--- config.mk ---
export PLATFORM = sky130hd
export DESIGN_NAME = regfile_sb
export DESIGN_NICKNAME = d
export VERILOG_FILES = /design/src/rtl/regfile_sb.sv
export SDC_FILE = /design/constraint.sdc
export NUM_CORES = 2
export LEC_CHECK = 0
export ABC_AREA = 0
export CORE_ASPECT_RATIO = 1.4
export CORE_UTILIZATION = 39
export CTS_CLUSTER_DIAMETER = 40
export DETAILED_ROUTE_END_ITERATION = 10
export DONT_BUFFER_PORTS = 1
export HOLD_SLACK_MARGIN = 0.15
export SLEW_MARGIN = 5
export SYNTH_ARGS = -nofsm -noshare
export SYNTH_HDL_FRONTEND = slang
export SYNTH_SLANG_ARGS = --single-unit
--- constraint.sdc ---
create_clock -name clk -period 40.7 [get_ports clk]
set_input_delay 2.035 -clock clk [delete_from_list [all_inputs] [get_ports clk]]
set_output_delay 2.035 -clock clk [all_outputs]
set_load 0.05 [all_outputs]
--- src/rtl/regfile_sb.sv ---
// regfile_sb: NREG x XLEN register file with two combinational read ports,
// same-cycle write-to-read bypass and a one-bit-per-register pending-write
// scoreboard.
//
// Ports:
//   clk, rst              clock (rising edge), asynchronous active-high reset
//   we, wa, wd            writeback: data write and busy clear
//   ra1/ra2 -> rd1/rd2    read addresses / read data (combinational)
//   busy1/busy2           source register has a pending write (combinational)
//   iss_en, iss_rd        issue: mark destination register busy
//   flush                 synchronous clear of every busy bit
//   busy_cnt              registered population count of the busy vector

// One read port: zero-register override, then bypass, then array lookup.
module regfile_sb_rdport #(
  parameter int XLEN     = 32,
  parameter int NREG     = 32,
  parameter int AW       = $clog2(NREG),
  parameter int ZERO_REG = 1,
  parameter int BYPASS   = 1
) (
  input  logic [NREG-1:0][XLEN-1:0] regs,
  input  logic [NREG-1:0]           busy,
  input  logic                      rst,
  input  logic                      we,
  input  logic [AW-1:0]             wa,
  input  logic [XLEN-1:0]           wd,
  input  logic [AW-1:0]             ra,
  output logic [XLEN-1:0]           rd,
  output logic                      bsy
);
  logic is_zero, is_byp;

  assign is_zero = (ZERO_REG != 0) && (ra == '0);
  // A write that reset is aborting must not be forwarded either.
  assign is_byp  = (BYPASS != 0) && we && !rst && (wa == ra);

  always_comb begin
    rd  = regs[ra];
    bsy = busy[ra];
    if (is_zero) begin
      rd  = '0;
      bsy = 1'b0;
    end else if (is_byp) begin
      rd  = wd;
      bsy = 1'b0;   // value is available this cycle
    end
  end
endmodule

module regfile_sb #(
  parameter int XLEN     = 32,
  parameter int NREG     = 32,
  parameter int AW       = $clog2(NREG),
  parameter int ZERO_REG = 1,
  parameter int BYPASS   = 1
) (
  input  logic            clk,
  input  logic            rst,
  input  logic            we,
  input  logic [AW-1:0]   wa,
  input  logic [XLEN-1:0] wd,
  input  logic [AW-1:0]   ra1,
  input  logic [AW-1:0]   ra2,
  output logic [XLEN-1:0] rd1,
  output logic [XLEN-1:0] rd2,
  output logic            busy1,
  output logic            busy2,
  input  logic            iss_en,
  input  logic [AW-1:0]   iss_rd,
  input  logic            flush,
  output logic [AW:0]     busy_cnt
);
  localparam int NRP = 2;

  logic [NREG-1:0][XLEN-1:0] regs;
  logic [NREG-1:0]           busy, busy_nxt;
  logic [AW:0]               cnt_nxt;
  logic                      wr_ok, iss_ok;

  logic [NRP-1:0][AW-1:0]    ra;
  logic [NRP-1:0][XLEN-1:0]  rd;
  logic [NRP-1:0]            bsy;

  assign wr_ok  = we     && !((ZERO_REG != 0) && (wa == '0));
  assign iss_ok = iss_en && !((ZERO_REG != 0) && (iss_rd == '0));

  // Storage
  always_ff @(posedge clk or posedge rst) begin
    if (rst)        regs     <= '0;
    else if (wr_ok) regs[wa] <= wd;
  end

  // Scoreboard next state: flush beats everything; set is applied after
  // clear so an issue and a writeback to one register leave it busy.
  always_comb begin
    busy_nxt = busy;
    if (flush) begin
      busy_nxt = '0;
    end else begin
      if (we)     busy_nxt[wa]     = 1'b0;
      if (iss_ok) busy_nxt[iss_rd] = 1'b1;
    end
  end

  always_comb begin
    cnt_nxt = '0;
    for (int i = 0; i < NREG; i++)
      cnt_nxt = cnt_nxt + {{AW{1'b0}}, busy_nxt[i]};
  end

  always_ff @(posedge clk or posedge rst) begin
    if (rst) begin
      busy     <= '0;
      busy_cnt <= '0;
    end else begin
      busy     <= busy_nxt;
      busy_cnt <= cnt_nxt;
    end
  end

  // Read ports
  assign ra = {ra2, ra1};

  for (genvar p = 0; p < NRP; p++) begin : g_rp
    regfile_sb_rdport #(
      .XLEN(XLEN), .NREG(NREG), .AW(AW),
      .ZERO_REG(ZERO_REG), .BYPASS(BYPASS)
    ) u_rp (
      .regs(regs), .busy(busy), .rst(rst),
      .we(we), .wa(wa), .wd(wd),
      .ra(ra[p]), .rd(rd[p]), .bsy(bsy[p])
    );
  end

  assign rd1   = rd[0];
  assign rd2   = rd[1];
  assign busy1 = bsy[0];
  assign busy2 = bsy[1];
endmodule

After elaboration in Yosys (flattened, before gate mapping)
Cells that the tools add are included.
{ "totals": {"regBits": 1062, "wordCells": 117} }
{ "classes": {"addsub": 31, "muxes": 27, "reduce_logical": 14, "bitwise": 3, "eq_ne": 2, "order_cmp": 6} }
{ "ops": {"columns": ["op", "n"], "rows": [
  ["1024-bit bitwise mux", 1],
  ["32-bit two-way mux", 11],
  ["32-bit binary-select mux with 5-bit select", 2],
  ["32-bit demux with 5-bit select", 1],
  ["6-bit by 1-bit adder with 6-bit output", 26],
  ["32-bit AND", 1],
  ["32-bit NOT", 1],
  ["32-bit OR", 1],
  ["5-bit by 6-bit < comparator with 1-bit output, second input constant", 4],
  ["5-bit zero test", 4],
  ["1-bit binary-select mux with 5-bit select", 2],
  ["1-bit demux with 5-bit select", 2],
  ["5-bit equality test", 2],
  ["5-bit by 1-bit >= comparator with 1-bit output, second input constant", 2],
  ["1-bit two-way mux", 8],
  ["1-bit logical AND", 7],
  ["5-bit by 1-bit adder with 6-bit output", 1],
  ["4-bit by 1-bit adder with 5-bit output", 1],
  ["3-bit by 1-bit adder with 4-bit output", 1],
  ["2-bit by 1-bit adder with 3-bit output", 1],
  ["1-bit zero test", 3],
  ["1-bit by 1-bit adder with 2-bit output", 1]
]} }

Depth between registers and ports, before layout
{ "logic_depth": {"ltp_word": 42, "depth_mapped": 24} }

By module
A second synthesis with hierarchy kept.
{ "hier_totals": {"hier_cells": 3944, "hier_area_um2": 58571.2} }
{ "by_module_without_submodules": {"columns": ["mod", "cells_each", "instances", "area_per_inst_um2"], "rows": [
  ["regfile_sb", 2506, 1, 40463.8],
  ["regfile_sb_rdport", 719, 2, 9053.7]
]} }

Worst setup path before layout
OpenSTA, ideal clock, no wires.
{ "synth_path": {"path_type": "in2out", "start": "input rst", "end": "output rd2[30]", "setup_slack_ns": 10.886, "n_path_buf": 2, "required_time_ns": 38.665, "arrival_ns": 27.779, "cell_stages": 7, "cell_sequence": "inv_1 -> nand3_1 -> or2_1 -> clkbuf_1 -> clkbuf_1 -> o21a_1 -> a31oi_1"} }
{ "synth_via": {"elab_chain_len": 5} }
{ "synth_rtl": {"columns": ["element", "line", "rtl"], "rows": [
  ["start, declared", "59", "input logic rst,"],
  ["1-bit zero test", "36", "assign is_byp = (BYPASS != 0) && we && !rst && (wa == ra);"],
  ["1-bit logical AND (2 in a row)", "36", null],
  ["32-bit two-way mux", "44", "end else if (is_byp) begin"],
  ["32-bit two-way mux", "41", "if (is_zero) begin"],
  ["end, declared", "66", "output logic [XLEN-1:0] rd2,"]
]} }
Every way passes these cells.

Final worst setup path
{ "layout_path": {"start": "input ra2[0]", "end": "output rd2[7]"} }
{ "layout_via": {"elab_chain_len": 4, "elab_cells_between_ends": 7, "classes_between": "1 x eq/ne; 4 x mux; 2 x reduce/logical"} }
{ "layout_rtl": {"columns": ["element", "line", "rtl"], "rows": [
  ["start, declared", "64", "input logic [AW-1:0] ra2,"],
  ["32-bit binary-select mux with 5-bit select or 5-bit equality test (tied branches)", "39, 36", null],
  ["32-bit two-way mux (not written as such) or 1-bit logical AND (tied branches)", "39, 36", null],
  ["32-bit two-way mux", "44", null],
  ["32-bit two-way mux (*)", "41", null]
]} }
Every way passes the cells marked *; elsewhere a longest branch is shown, timed or not. The select of a mux whose other input is x is not followed.

==> impl_metrics.sql <==
INSERT INTO impl_metrics (metric_group, metric, value, unit) VALUES
('timing', 'setup-tns-final', '0', 'ns'),
('floorplanning', 'chipHeight', '456', 'um'),
('drt', 'dr_wl_met3', '11.4', 'mm'),
('drt', 'vias_per_cell', '6.33', ''),
('cts', 'clk_transition_reported_paths', '0.05', 'ns'),
('timing', 'worst_slack', '31.69', 'ns'),
('grt', 'grt-ovfl-total', '0', ''),
('floorplanning', 'std_cell_rows', '166', ''),
('outcome', 'run_status', 'finished with violations', ''),
('finish', 'insertedDiodeCount', '0', ''),
('timing', 'period_needed', '9.01', 'ns'),
('finish', 'design.final.nets', '3774', ''),
('placed_design', 'placed_cell_count', '5463', ''),
('drt', 'drtIter0Drc', '3051', ''),
('power', 'p_leak', '27.7', 'nW'),
('cts', 'clockBufferDepth', '3', ''),
('placed_design', 'dpl-instance-area', '0.0586', 'sq mm'),
('timing', 'setup_repair_after_global_routing_missed_its_margin', 'false', ''),
('drt', 'drt_first_pass_iters', '5', ''),
('placed_design', 'number_of_port_buffers', '0', ''),
('finish', 'mostFrequentLayoutCell', 'sky130_fd_sc_hd__dfrtp_1', ''),
('timing', 'finalMaxSlewViolations', '295', ''),
('power', 'areal_power_density_over_the_cells', '52.8', 'mW/mm^2'),
('floorplanning', 'initial_utilization', '39.3', '%'),
('floorplanning', 'die_area', '0.149', 'sq mm'),
('cts', 'cts.root.buffer_cell', 'sky130_fd_sc_hd__clkbuf_16', ''),
('power', 'max-vdd-ir-drop', '0.0000392', 'V'),
('outcome', 'violated_checks', 'max-slew violations', ''),
('critical_path', 'worstPathMaxFanout', '292', ''),
('timing', 'setup_viol', '0', ''),
('synth', 'number_of_different_library_cells_in_the_post_synthesis_netlist', '59', ''),
('cts', 'post_cts_resized', '0', ''),
('cts', 'post_cts_setup_buffer_count', '0', ''),
('cts', 'cts_num_sinks', '1062', ''),
('synth', 'mappedNetlistArea', '0.0575', 'sq mm'),
('drt', 'routed-via-count', '36400', ''),
('min_path', 'worstHoldPathType', 'flip-flop to flip-flop', ''),
('drt', 'drt-wirelength-per-cell', '32.9', 'um'),
('cts', 'h-tree-depth', '4', ''),
('cts', 'cts_hold_buffers', '0', ''),
('grt', 'grtUsageTotal', '25.6', '%'),
('floorplanning', 'core_region_area', '0.146', 'sq mm'),
('synth', 'number_of_warnings_reported_in_the_yosys_synthesis_log', '0', ''),
('drt', 'top_layer_used', 'met4', ''),
('cts', 'cts-buffers-inserted', '153', ''),
('finish', 'finish.utilization', '43.8', '%'),
('placed_design', 'detailed_place_hpwl', '101', 'mm'),
('drt', 'antenna_violating_nets_post_route', '0', ''),
('critical_path', 'worst-setup-path-type', 'input pin to output pin', ''),
('floorplanning', 'floorplan.die.width', '327', 'um'),
('cts', 'worstSkewPairLatency', '0.78', 'ns'),
('finish', 'finalInstanceArea', '0.0641', 'sq mm'),
('grt', 'via_count_of_the_first_global_routing_pass', '38300', ''),
('synth', 'syn-instance-count', '3926', ''),
('finish', 'layout-area-overhead-vs-synth', '11.4', '%'),
('flow_run', 'max_cap_violations', '0', ''),
('synth', 'ys_dominant_reg_cell', 'sky130_fd_sc_hd__dfrtp_1', ''),
('timing', 'worst_clock_skew', '0.0145', 'ns'),
('floorplanning', 'io_pins', '129', ''),
('synth', 'yosysSeqAreaShare', '46.2', '%'),
('drt', 'remaining_drc_errors', '0', ''),
('critical_path', 'worstPathArrival', '6.98', 'ns'),
('timing', 'tightestPinTransition', '3.83', 'ns'),
('synth', 'synthArstFlopShare', '100', '%'),
('critical_path', 'setup.worst_path.start_class', 'input pin', ''),
('critical_path', 'worst-endpoint-required', '38.66', 'ns'),
('grt', 'antenna_found_initial', '0', ''),
('critical_path', 'critical_path_capture_point_type', 'output pin', ''),
('timing', 'worst_max_slew_margin_expressed_relative_to_the_limit', '-156', '%'),
('drt', 'routed_metal_1_wire_length', '74.2', 'mm'),
('synth', 'synthesis.area_per_instance', '14.7', 'sq um');
[cell type report]
class	instances	area (sq um)
Sequential cell	1062	26600
Fill cell	13200	82100
Clock inverter	92	1250
Multi-Input combinational cell	2370	29000
Inverter	46	180
Clock buffer	192	4230
Timing Repair Buffer	53	439
Tap cell	1932	2420
[registers in the layout, indices dropped and copies added, names as in the netlist]
signal and flops:
regs 1024, busy_cnt 6, busy 32
[report_power, final]
part	total (mW)	internal [mW]	switching (mW)
clock	1.42	0.876	0.540
combinational	0.578	0.346	0.231
sequential	1.39	1.25	0.141
total	3.39	2.47	0.912
[kinds of logic (layout without fill, tap and decap cells)]
logic type	count (synthesis)	in the layout	share of synthesized area (%)
multiplexers	1663	1663	41.0
flip-flops	1062	1062	46.2
buffers and inverters	494	383	3.97
AO/OA/AOI/OAI	474	474	5.94
AND/OR/NAND/NOR	189	189	1.67
adder cells (fa/ha/maj)	31	31	0.987
XOR/XNOR	13	13	0.198
[layer usage]
layer / vias to the layer above / track usage, %
met5: - / 0
met4: 0 / 10.7
met3: 410 / 5.28
met2: 1283 / 43.1
met1: 19900 / 31.8
li1: 14800 / -
[critical path, stage by stage]
cell and delay (ns):
sky130_fd_sc_hd__mux4_2 1.88, sky130_fd_sc_hd__mux4_2 0.50, sky130_fd_sc_hd__nor2b_1 0.25, sky130_fd_sc_hd__a2111oi_0 0.15, sky130_fd_sc_hd__a21o_1 0.38
[stage by stage]
stage          hold slack (ns)  total power [mW]
2_1_floorplan            0.441              1.88
3_3_place_gp             0.376              1.96
3_5_place_dp             0.384              1.98
4_1_cts                  0.396              3.40
5_1_grt                  0.406              3.51
6_report                 0.392              3.39
[synthesized netlist by cell type, types with 43 or more instances]
| cell | number | area share, % |
|---|---|---|
| sky130_fd_sc_hd__mux2i_1 | 215 | 3.7 |
| sky130_fd_sc_hd__buf_2 | 81 | 0.70 |
| sky130_fd_sc_hd__a21oi_1 | 79 | 0.69 |
| sky130_fd_sc_hd__clkbuf_1 | 265 | 1.7 |
| sky130_fd_sc_hd__mux2_2 | 984 | 19 |
| sky130_fd_sc_hd__nand2_1 | 66 | 0.43 |
| sky130_fd_sc_hd__dfrtp_1 | 1062 | 46 |
| sky130_fd_sc_hd__a22oi_1 | 59 | 0.77 |
| sky130_fd_sc_hd__o22ai_1 | 65 | 0.71 |
| sky130_fd_sc_hd__inv_1 | 46 | 0.30 |
| sky130_fd_sc_hd__mux4_2 | 447 | 17 |
| sky130_fd_sc_hd__buf_1 | 53 | 0.35 |
| sky130_fd_sc_hd__a2111oi_0 | 43 | 0.65 |
| sky130_fd_sc_hd__a22o_1 | 65 | 0.99 |
[path summary, 6_finish.rpt]
| path | startpoint | to | slack [ns] | cells after the start |
|---|---|---|---|---|
| worst max-delay path | ra2[0] | rd2[7] | 31.69 | 5 |
| worst min-delay path | regs[13] | regs[13] | 0.39 | 0 |
| worst max register to register | busy[23] | busy_cnt[4] | 35.64 | 16 |
| worst min register to register | regs[13] | regs[13] | 0.39 | 0 |
| max in group asynchronous | rst | regs[852] | 34.93 | 6 |
| min in group asynchronous | rst | regs[323] | 1.17 | 1 |
Note: power is estimated with default switching activity, not from simulation.
